[config.mk]
export PLATFORM = sky130hd
export DESIGN_NAME = ula_issue_ctrl
export DESIGN_NICKNAME = d
export VERILOG_FILES = /design/src/rtl/ula_issue_ctrl.sv
export SDC_FILE = /design/constraint.sdc
export NUM_CORES = 1
export LEC_CHECK = 0
export ABC_AREA = 0
export BUFFER_PORTS_ARGS = -buffer_cell sky130_fd_sc_hd__buf_2
export CORE_MARGIN = 8
export CORE_UTILIZATION = 43
export DETAILED_ROUTE_END_ITERATION = 12
export HOLD_SLACK_MARGIN = 0.08
export PLACE_DENSITY = 0.8
export SYNTH_ARGS = -nofsm -noshare
export SYNTH_HDL_FRONTEND = slang
export SYNTH_SLANG_ARGS = --single-unit
[constraint.sdc]
create_clock -name clk -period 3.1 [get_ports clk]
set_input_delay 0.465 -clock clk [delete_from_list [all_inputs] [get_ports clk]]
set_output_delay 0.465 -clock clk [all_outputs]
set_load 0.05 [all_outputs]
[src/rtl/ula_issue_ctrl.sv]
// ULA issue controller: decodes a MIPS-style request into ULA operands and select,
// captures the combinational ULA result and returns it on a valid/ready response port.
package ula_pkg;
    typedef logic [31:0] bus_type;

    typedef enum logic [2:0] {
        ULA_ADD  = 3'd0,
        ULA_SUB  = 3'd1,
        ULA_AND  = 3'd2,
        ULA_OR   = 3'd3,
        ULA_NOR  = 3'd4,
        ULA_SLT  = 3'd5,
        ULA_SLTU = 3'd6
    } ula_oper_type;
endpackage

module ula_issue_ctrl
    import ula_pkg::*;
#(
    parameter int unsigned WIDTH = 32,
    parameter int unsigned CNT_W = 16
) (
    input  logic              clk,
    input  logic              reset,
    input  logic              req_valid,
    output logic              req_ready,
    input  logic [5:0]        req_opcode,
    input  logic [5:0]        req_funct,
    input  logic [WIDTH-1:0]  req_rs_val,
    input  logic [WIDTH-1:0]  req_rt_val,
    input  logic [15:0]       req_imm,
    output logic [WIDTH-1:0]  ula_a,
    output logic [WIDTH-1:0]  ula_b,
    output ula_oper_type      ula_sel,
    input  logic [WIDTH-1:0]  ula_s,
    output logic              rsp_valid,
    input  logic              rsp_ready,
    output logic [WIDTH-1:0]  rsp_result,
    output logic              rsp_zero,
    output logic              rsp_illegal,
    output logic [CNT_W-1:0]  ops_count
);

    typedef enum logic [1:0] {
        S_IDLE = 2'd0,
        S_EXEC = 2'd1,
        S_RESP = 2'd2
    } state_t;

    state_t state, state_nxt;

    logic              dec_legal;
    ula_oper_type      dec_sel;
    logic [WIDTH-1:0]  dec_b;
    logic [WIDTH-1:0]  imm_sext;
    logic [WIDTH-1:0]  imm_zext;

    assign imm_sext = {{(WIDTH-16){req_imm[15]}}, req_imm};
    assign imm_zext = {{(WIDTH-16){1'b0}}, req_imm};

    always_comb begin
        dec_legal = 1'b1;
        dec_sel   = ULA_ADD;
        dec_b     = req_rt_val;
        case (req_opcode)
            6'h00: begin
                case (req_funct)
                    6'h20, 6'h21: dec_sel = ULA_ADD;
                    6'h22, 6'h23: dec_sel = ULA_SUB;
                    6'h24:        dec_sel = ULA_AND;
                    6'h25:        dec_sel = ULA_OR;
                    6'h27:        dec_sel = ULA_NOR;
                    6'h2A:        dec_sel = ULA_SLT;
                    6'h2B:        dec_sel = ULA_SLTU;
                    default:      dec_legal = 1'b0;
                endcase
            end
            6'h08, 6'h09: begin dec_sel = ULA_ADD;  dec_b = imm_sext; end
            6'h0A:        begin dec_sel = ULA_SLT;  dec_b = imm_sext; end
            6'h0B:        begin dec_sel = ULA_SLTU; dec_b = imm_sext; end
            6'h0C:        begin dec_sel = ULA_AND;  dec_b = imm_zext; end
            6'h0D:        begin dec_sel = ULA_OR;   dec_b = imm_zext; end
            6'h04, 6'h05: begin dec_sel = ULA_SUB;  dec_b = req_rt_val; end
            default:      dec_legal = 1'b0;
        endcase
    end

    always_ff @(posedge clk) begin
        if (reset) state <= S_IDLE;
        else       state <= state_nxt;
    end

    always_comb begin
        state_nxt = state;
        req_ready = 1'b0;
        rsp_valid = 1'b0;
        case (state)
            S_IDLE: begin
                req_ready = 1'b1;
                if (req_valid) state_nxt = dec_legal ? S_EXEC : S_RESP;
            end
            S_EXEC: state_nxt = S_RESP;
            S_RESP: begin
                rsp_valid = 1'b1;
                if (rsp_ready) state_nxt = S_IDLE;
            end
            default: state_nxt = S_IDLE;
        endcase
    end

    // Illegal requests leave ula_* and ops_count untouched; only the response fields change.
    always_ff @(posedge clk) begin
        if (reset) begin
            ula_a       <= '0;
            ula_b       <= '0;
            ula_sel     <= ULA_ADD;
            rsp_result  <= '0;
            rsp_zero    <= 1'b0;
            rsp_illegal <= 1'b0;
            ops_count   <= '0;
        end else begin
            case (state)
                S_IDLE: begin
                    if (req_valid) begin
                        if (dec_legal) begin
                            ula_a       <= req_rs_val;
                            ula_b       <= dec_b;
                            ula_sel     <= dec_sel;
                            rsp_illegal <= 1'b0;
                        end else begin
                            rsp_illegal <= 1'b1;
                            rsp_result  <= '0;
                            rsp_zero    <= 1'b0;
                        end
                    end
                end
                S_EXEC: begin
                    rsp_result <= ula_s;
                    rsp_zero   <= (ula_s == '0);
                    if (ops_count != '1) ops_count <= ops_count + CNT_W'(1);
                end
                default: ;
            endcase
        end
    end

endmodule

==> results of run 1 <==
final cells by class:
cell class / instances / area (um2)
tap: 147 / 184
multi-input combinational: 323 / 2520
clock buffer: 24 / 492
timing repair buffer: 253 / 1300
clock inverter: 8 / 95.1
inverter: 3 / 13.8
sequential: 119 / 2380
fill: 975 / 4830
path summary, 6_finish.rpt:
path                                      to
worst max register to register  ops_count[2]
worst min-delay path               ula_a[30]
worst min register to register     ula_b[13]
worst max-delay path            ops_count[2]
state kept, by name (all words and copies together), names as in the netlist:
| signal | count |
|---|---|
| rsp_result | 32 |
| ula_sel | 3 |
| rsp_zero | 1 |
| rsp_illegal | 1 |
| state | 2 |
| ops_count | 16 |
| ula_a | 32 |
| ula_b | 32 |
cells in the final DEF (no fill, tap or decap), drive strengths merged, types with 3 or more instances in the layout:
master	synthesis	final
a21o	3	3
a21oi	23	23
a22o	33	33
a2bb2oi	32	32
buf	22	253
clkbuf	14	24
clkinv	0	4
dfxtp	119	119
inv	3	3
mux2i	16	16
nand2	41	41
nand2b	5	5
nand3	11	11
nand4	4	4
nor2	56	56
nor2b	5	5
nor3	9	9
nor3b	5	5
nor4	8	8
nor4b	4	4
o21ai	4	4
o2bb2ai	34	34
or3	3	3
xnor2	10	10
cells by family after synthesis:
| family | after synthesis | synth area share [%] |
|---|---|---|
| XOR/XNOR | 12 | 2.05 |
| multiplexers | 16 | 3.12 |
| AND/OR/NAND/NOR | 156 | 15.6 |
| buffers and inverters | 39 | 4.70 |
| flip-flops | 119 | 46.4 |
| adder cells (fa/ha/maj) | 1 | 0.244 |
| AO/OA/AOI/OAI | 138 | 27.9 |
power breakdown:
part           total [W]  switching (W)  internal [W]
clock network    0.00193       0.000663       0.00126
registers        0.00157      0.0000141       0.00155
logic           0.000394       0.000238      0.000157
total            0.00389       0.000915       0.00297
cells in the mapped netlist (5+ instances only):
master and n:
a21oi_1 22, nor3_1 9, mux2i_1 16, nand2b_1 5, buf_6 9, xnor2_1 10, dfxtp_1 119, o2bb2ai_1 15
nor4_1 7, buf_2 8, clkbuf_1 14, o2bb2ai_2 19, nand3_1 10, nor2_1 55, nand2_1 41, a2bb2oi_2 30
a22o_1 33
stage by stage:
step	power, W	setup slack (ns)	hold slack (ns)	cells
after global routing	0.00403	0.943	0.262	877
after detailed placement	0.00199	0.834	0.441	845
after CTS	0.00393	1.07	0.261	877
final	0.00389	1.05	0.280	877
after global placement	0.00198	0.939	0.439	845
after floorplan	0.00185	1.03	0.592	481
per-layer routing:
layer | vias to the layer above | global-route usage [%] | share of wire (%)
met2 | 182 | 32.7 | 49
met4 | 0 | 5.80 | 1.1
li1 | 2243 | - | -
met5 | - | 0 | 0
met3 | 13 | 9.39 | 9.6
met1 | 2148 | 20.3 | 40
==> results by group, run 1 <==
CTS
  – Setup Fix Bufs, Post-CTS: 0
  – Clk buf depth: 2
  – Clk slew on worst S/H paths: roughly 0.06 ns
  – H-tree depth: 4
  – Num CTS Buffers: 17
  – Post_cts resized: 0
  – CTS sink count: ~120
  – CTS tree: done
  – Root Buffer: clkbuf_16
  – Cts hold-fix bufs: 0
  – Clock Latency Late Sink: ~0.40 ns

Setup path
  – Setup Crit Path Kind: reg -> reg
  – Crit-path max FO: 10
  – Slowest CP cell: nor4_4
  – Critical Path Start Type: register
  – Top delay family on crit path: simple AND/OR/NAND/NOR gates
  – Max incr delay on CP: 0.61 ns
  – Critical path depth: 6
  – Critical-path cell list: ha_1, nand3_1, nor4_4, nor3b_1, xnor2_1, nor2_1
  – WP buf/inv: 0
  – Critical path required time: approximately 3.4 ns
  – Reg2Reg Setup Slack: 1.05 ns
  – Reg2Reg Depth: 6
  – Critical Path AT: about 2.3 ns
  – Crit. Startpoint: ops_count[0]
  – CP endpoint kind: register
  – Crit Reg-Reg Startpoint: ops_count[0]

Die
  – Starting Density: 43.5%
  – Die Span X: roughly 130 um
  – Row Count: 40
  – Die Area: about 16,000 um2
  – Core area: ~12,000 um2
  – Io pins: about 250
  – Die Y: 125 um

Power and ir drop
  – Leakage: 3.25 nW
  – Power per cell area: 557 nW/um2
  – Max IR drop VDD: 0.236 mV

Drt
  – Wire per inst: roughly 18 um
  – First-pass DRT Iterations: 4
  – Post-route DRC: 0
  – Final ANT Viol Nets: 0
  – Post-Route WL: ~15,000 um
  – DR vias/cell: roughly 5.2
  – Vias post-DR: ~4,600
  – 1st-iter DRT viols: around 290

Synth
  – Post-synth EDFFs: 0
  – Netlist Area Pre-Place: 5130 um2
  – Top FF cell, synth: dfxtp_1
  – Average cell area after synthesis: 10.7 um2
  – Top cell type's share of synthesized area: between 40 and 50%
  – Mapped Nets: 610
  – Post-synth top area cell: dfxtp_1
  – Post-synth ARST share: 0%
  – Library cells used by synthesis: 54
  – #FFs+latches synth: about 120
  – Synth Warn #: 0
  – Sequential fraction of the synthesis area: a little under half
  – Synth top area cells: dfxtp_1 46%, a2bb2oi_2 8.8%, a22o_1 5.6%, o2bb2ai_2 5.6%, nor2_1 4.0%
  – Cells after Synth: 481

Timing
  – Period utilization: between 60% and 70%
  – Final setup fails: 0
  – Final Skew: between 0.008 and 0.009 ns
  – Clock period minus worst slack: between 2 and 2.5 ns
  – Fmax: between 400 and 500 MHz
  – RSZ-0062 raised after global routing: no
  – TNS Setup: 0 ns
  – Final Max Tran Viols: 0
  – Worst rel slew slack: 36.8%
  – Worst Tran Pin Value: approximately 0.94 ns
  – Hold Vio Cnt, Final: 0

Min path
  – Hold path start: req_rs_val[30]
  – Hold depth: 2
  – Worst hold path class: in -> reg

Layout
  – Final core utilization: between 50% and 60%
  – Finished Cell Area: approximately 7000 um2
  – Final net count: ~850
  – Ant diodes: 0
  – P&R area growth vs syn: 36.0%
  – Layout cells sized above 1: about 47%

Outcome
  – Status: finished clean

Global routing
  – Vias in the first global route: about 4,800
  – Gr usage total: roughly a fifth
  – First-pass GRT wire length: approximately 25,000 um
  – Initial antenna violation count: 0
  – Largest net degree at the start of global routing: 68
  – Grt total ovfl: 0

Place
  – GP Congestion: about 0.8
  – Placed cell area: ~6400 um2
  – HPWL after DPL: 11,500 um
  – IO Port Bufs: between 200 and 250

Job
  – Max-cap violations: 0
No activity file was read; power rests on OpenSTA's default activity.
==> run 2, diff against run 1 <==
--- a/config.mk
+++ b/config.mk
@@ -8,10 +8,10 @@
 export ABC_AREA = 0
 export BUFFER_PORTS_ARGS = -buffer_cell sky130_fd_sc_hd__buf_2
 export CORE_MARGIN = 8
-export CORE_UTILIZATION = 43
+export CORE_UTILIZATION = 42
 export DETAILED_ROUTE_END_ITERATION = 12
 export HOLD_SLACK_MARGIN = 0.08
-export PLACE_DENSITY = 0.8
+export PLACE_DENSITY = 0.82
 export SYNTH_ARGS = -nofsm -noshare
 export SYNTH_HDL_FRONTEND = slang
 export SYNTH_SLANG_ARGS = --single-unit
==> constraint.sdc (replaced) <==
create_clock -name clk -period 1.84 [get_ports clk]
set_input_delay 0.276 -clock clk [delete_from_list [all_inputs] [get_ports clk]]
set_output_delay 0.276 -clock clk [all_outputs]
set_load 0.05 [all_outputs]
==> run 2 against run 1 <==
Global-route usage down 0.19 points. Die area grew 2.1%. Total power increased by 78%. Clock skew shrank 0.0028 ns. First-iteration DRC count down 2.4%. Critical path depth did not move. Flip-flop and latch count is the same. Maximum frequency up 19%. Largest power group unchanged.
==> results by group, run 2 (synthesized netlist as in run 1, its figures left out) <==
Outcome
  – Status: finished clean

Place
  – IO Port Bufs: between 200 and 250
  – GP Congestion: 0.827
  – Placed cell area: 6620 um2
  – HPWL after DPL: 11,400 um

Die
  – Die Area: 16,000 um2
  – Core area: around 12,000 um2
  – Row Count: 40
  – Die Y: 127 um
  – Io pins: ~250
  – Starting Density: between 40% and 50%
  – Die Span X: about 130 um

Setup path
  – WP buf/inv: 0
  – Critical-path cell list: ha_1, nand3_2, or3_1, nor3_1, xnor2_1, nor2_1
  – Reg-to-reg endpoint: ops_count[8]
  – Reg2Reg Setup Slack: between 0.1 and 0.15 ns
  – Setup Crit Path Kind: reg -> reg
  – Reg2Reg Depth: 6
  – Crit-path max FO: 5
  – Top delay family on crit path: simple AND/OR/NAND/NOR gates
  – Critical Path AT: approximately 2 ns
  – Critical Path Start Type: register
  – Crit Reg-Reg Startpoint: ops_count[0]
  – CP endpoint kind: register
  – Max incr delay on CP: 0.40 ns
  – Critical path required time: between 2 and 2.5 ns
  – Slowest CP cell: or3_1

CTS
  – Root Buffer: clkbuf_16
  – Clk buf depth: 2
  – CTS sink count: approximately 120
  – CTS tree: done
  – Num CTS Buffers: 17
  – Clk slew on worst S/H paths: about 0.060 ns
  – Clock Latency Late Sink: approximately 0.40 ns
  – H-tree depth: 4

Timing
  – TNS Setup: 0 ns
  – Clock period minus worst slack: between 1.5 and 2 ns
  – Period utilization: a little over nine tenths
  – Final Skew: ~0.0056 ns
  – Worst Tran Pin Value: 0.463 ns
  – Worst rel slew slack: 69.1%
  – Hold Vio Cnt, Final: 0
  – Final setup fails: 0
  – RSZ-0062 raised after global routing: no
  – Fmax: 579 MHz
  – Final Max Tran Viols: 0

Job
  – Max-cap violations: 0

Layout
  – Finished Cell Area: approximately 7500 um2
  – Most common cell after layout, fill and taps aside: buf_2
  – P&R area growth vs syn: 45.6%
  – Most frequent cells in the layout: 246 x buf_2, 107 x dfxtp_1, 55 x nor2_1, 41 x nand2_1, 33 x a22o_1
  – Largest regs: rsp_result: 32 flops, ula_a: 32 flops, ula_b: 32 flops
  – Layout cells sized above 1: 49.2%
  – Final net count: roughly 880

Drt
  – Post-route DRC: 0
  – First-pass DRT Iterations: 4
  – DR vias/cell: between 5 and 6
  – Post-Route WL: ~16,000 um
  – Wire per inst: ~17 um
  – Final ANT Viol Nets: 0
  – 1st-iter DRT viols: between 200 and 300
  – Vias post-DR: ~4,700

Min path
  – Hold path start: req_rs_val[1]
  – Hold depth: 2
  – Hold EP: ula_a[1]
  – Worst hold path class: in -> reg

Power and ir drop
  – Max IR drop VDD: between 0.5 and 0.6 mV
  – Leakage: roughly 3.5 nW
  – Power per cell area: ~930 nW/um2

Global routing
  – Largest net degree at the start of global routing: 35
  – Gr usage total: between 10% and 20%
  – Grt total ovfl: 0
  – Vias in the first global route: 4,845
  – First-pass GRT wire length: about 25,000 um
  – Initial antenna violation count: 3
-- run 2: changes by cell type in the layout (fill, tap and decap cells not counted), sizes merged --
cell         previous run  this run
bufinv                  2         4
clkinvlp                2         4
clkbuf                 24        20
buf                   253       268
diode                   0         1
dlygate4sd3             0        20
-- run 2: timing repair --
item / CTS / global route
hold buffers: 20 / 0
buffers inserted: 0 / 0
hold endpoints to repair: 20 / 0
gates resized for setup: 0 / 2
endpoints found under the setup margin: 0 / 5
-- run 2: through the flow --
stage          hold WS [ns]  setup slack (ns)  instances  util (%)  power [W]
3_5_place_dp          0.443            0.0476        860      55.4    0.00341
4_1_cts              0.0819            0.0426        912      62.4    0.00699
3_3_place_gp          0.444             0.107        860      55.4    0.00340
2_1_floorplan         0.403          0.000971        481         -    0.00312
6_report             0.0945             0.113        913      62.5    0.00692
5_1_grt              0.0873            0.0268        913      62.5    0.00717
-- run 2: worst max-delay path by stage --
stage / start / endpoint / slack (ns) / depth (start not counted)
after global placement: req_opcode[2] / ula_b[12] / 0.11 / 7
after global routing: ops_count[1] / ops_count[8] / 0.03 / 6
final: ops_count[0] / ops_count[8] / 0.11 / 6
after CTS: ops_count[0] / ops_count[10] / 0.04 / 6
after floorplan: ops_count[1] / ops_count[6] / 0.001 / 5
after detailed placement: ops_count[0] / ops_count[10] / 0.05 / 6
-- run 2: routing by layer --
metal | vias up | part of all wire, % | track usage (%)
met2 | 179 | 50 | 32.0
met1 | 2218 | 39 | 21.0
met5 | - | 0.12 | 0
met4 | 4 | 1.8 | 7.08
met3 | 24 | 8.9 | 7.46
li1 | 2318 | - | -
-- run 2: final cells by class --
class / instances / area, um2
sequential: 119 / 2400
clock inverter: 12 / 174
fill: 977 / 4480
tap: 147 / 184
inverter: 3 / 13.8
multi-input combinational: 323 / 2530
timing repair buffer: 288 / 1710
antenna: 1 / 2.50
clock buffer: 20 / 467
-- run 2: worst register-to-register path: stages (launching register included) --
cell     delay (ns)
dfxtp_4        0.37
ha_1           0.25
nand3_2        0.15
or3_1          0.40
nor3_1         0.25
xnor2_1        0.15
nor2_1         0.05
-- run 2: report_power, final --
| group | leakage (nW) | total [W] | internal [W] | switching (W) |
|---|---|---|---|---|
| combinational | 2.19 | 0.000754 | 0.000335 | 0.000419 |
| sequential | 0.967 | 0.00264 | 0.00261 | 0.0000240 |
| clock | 0.304 | 0.00353 | 0.00237 | 0.00116 |
| total | 3.46 | 0.00692 | 0.00532 | 0.00161 |
==> run 3, diff against run 2 <==
==> constraint.sdc (replaced) <==
create_clock -name clk -period 1.84 [get_ports clk]
set_input_delay 0.092 -clock clk [delete_from_list [all_inputs] [get_ports clk]]
set_output_delay 0.092 -clock clk [all_outputs]
set_load 0.05 [all_outputs]
==> run 3 against run 2 <==
Clock-buffer cell count up 5. Clock skew up 0.0018 ns. First-iteration DRC count up 24%. Via count up 10%. Critical endpoint is now rsp_result[4]. Worst hold slack better by 0.032 ns. Flip-flop and latch count unchanged. Setup slack worse by 0.021 ns. Critical path depth up 2. Critical path type is now in -> reg. Total power about the same. Final cell count up 10%.
==> results by group, run 3 (synthesized netlist as in run 1, its figures left out) <==
CTS
  – Num CTS Buffers: 17
  – Root Buffer: clkbuf_16
  – H-tree depth: 4
  – CTS tree: done
  – Clk slew on worst S/H paths: ~0.050 ns
  – Setup Fix Bufs, Post-CTS: 0
  – Clock Latency Late Sink: 0.40 ns
  – Clk buf depth: 2
  – CTS sink count: ~120

Die
  – Starting Density: between 40% and 50%
  – Die Span X: 127 um
  – Die Area: 16,000 um2
  – Io pins: between 200 and 250
  – Core area: around 12,000 um2
  – Row Count: 40
  – Die Y: ~130 um

Drt
  – First-pass DRT Iterations: 4
  – Final ANT Viol Nets: 0
  – Post-Route WL: 18,200 um
  – Post-route DRC: 0
  – 1st-iter DRT viols: about 350
  – Vias post-DR: 5,239
  – Wire per inst: approximately 18 um
  – DR vias/cell: ~5.2

Setup path
  – Slowest CP cell: dlygate4sd3_1
  – Max incr delay on CP: approximately 0.54 ns
  – Critical Path Start Type: input pin
  – CP endpoint kind: register
  – Critical-path cell list: dlygate4sd3_1, buf_2, nor2b_1, a21o_1, a211oi_4, buf_12, a2bb2oi_2, nor2_1
  – Critical path required time: approximately 2.1 ns
  – Crit-path max FO: 20
  – Setup Crit Path Kind: in -> reg
  – Critical Path AT: just over 2 ns

Layout
  – Most common cell after layout, fill and taps aside: buf_2
  – Largest regs: rsp_result: 32 flops, ula_a: 32 flops, ula_b: 32 flops
  – Layout cells sized above 1: around 43%
  – Most frequent cells in the layout: 246 x buf_2, 117 x dlygate4sd3_1, 107 x dfxtp_1, 55 x nor2_1, 41 x nand2_1
  – Fin cells: between 1,000 and 1,500
  – P&R area growth vs syn: 62.0%
  – FILL cells: ~810
  – Final net count: between 900 and 1,000

Timing
  – RSZ-0062 raised after global routing: no
  – Worst rel slew slack: a little under three quarters
  – Hold Vio Cnt, Final: 0
  – Final setup fails: 0
  – Fmax: approximately 570 MHz
  – Final Max Tran Viols: 0
  – TNS Setup: 0 ns
  – Clock period minus worst slack: around 1.7 ns
  – Period utilization: 95.0%
  – Final Skew: about 0.0075 ns
  – Worst Tran Pin Value: around 0.42 ns

Min path
  – Worst hold path class: in -> reg

Global routing
  – First-pass GRT wire length: about 29,000 um
  – Grt total ovfl: 0
  – Largest net degree at the start of global routing: 40
  – Vias in the first global route: roughly 5,600
  – Gr usage total: 22.4%
  – Initial antenna violation count: 1

Power and ir drop
  – Leakage: 3.83 nW
  – Max IR drop VDD: 0.629 mV
  – Power per cell area: 832 nW/um2

Place
  – GP Congestion: 0.793
  – HPWL after DPL: ~11,000 um
  – IO Port Bufs: roughly 250
  – Cell total after placement: 855

Job
  – Max-cap violations: 0

Outcome
  – Status: finished clean
run 3: cell count changes in the layout (fill, tap and decap cells not counted), sizes merged:
cell / before / now
buf: 268 / 263
clkbuf: 20 / 25
bufinv: 4 / 2
clkinvlp: 4 / 1
dlygate4sd3: 20 / 117
run 3: report_power, final:
part           internal [W]  switching [W]
Sequential          0.00262      0.0000246
Clock               0.00225        0.00112
Combinational      0.000453       0.000460
run 3: metal layers:
| metal | global-route usage, % | up-vias | routed length [um] |
|---|---|---|---|
| met4 | 9.77 | 0 | 460 |
| met1 | 23.9 | 2471 | 6960 |
| met2 | 38.5 | 231 | 9170 |
| li1 | - | 2496 | - |
| met3 | 8.76 | 41 | 1630 |
| met5 | 0 | - | 0 |
run 3: path summary, 6_finish.rpt:
check / from / endpoint / slack [ns] / depth (start not counted)
min: req_opcode[1] / ula_sel[2] / 0.13 / 3
min reg2reg: ula_b[8] / ula_b[8] / 0.46 / 1
max reg2reg: ops_count[0] / ops_count[10] / 0.13 / 6
max: req_funct[1] / rsp_result[4] / 0.09 / 8
run 3: stage by stage:
step	utilization [%]	instance area (um2)	total power, W	hold WS [ns]	setup WS (ns)
2_1_floorplan	-	5150	0.00312	0.219	0.000971
3_3_place_gp	54.5	6520	0.00337	0.307	0.153
3_5_place_dp	54.5	6520	0.00338	0.313	0.0758
4_1_cts	69.5	8310	0.00694	0.0989	0.0667
5_1_grt	69.5	8320	0.00716	0.120	0.00296
6_report	69.5	8320	0.00692	0.126	0.0916
run 3: worst max-delay path: cells and delay by family:
| kind | cells | cell delay (ns) |
|---|---|---|
| buffers and inverters | 3 | 0.93 |
| AND/OR/NAND/NOR | 2 | 0.21 |
| AO/OA/AOI/OAI | 3 | 0.78 |
run 3: final cells by class:
type / instances / area (um2) / share of cell area [%]
timing repair buffer: 380 / 2580 / 31.0
clock buffer: 25 / 527 / 6.33
inverter: 3 / 13.8 / 0.165
multi-input combinational: 323 / 2520 / 30.3
clock inverter: 7 / 87.6 / 1.05
sequential: 119 / 2400 / 28.9
antenna: 1 / 2.50 / 0.0301
tap: 147 / 184 / 2.21
run 3: what timing repair did:
action	CTS	global route
endpoints found under the setup margin	0	11
endpoints found under the hold margin	108	0
hold buffers	117	0
resized for setup	0	1
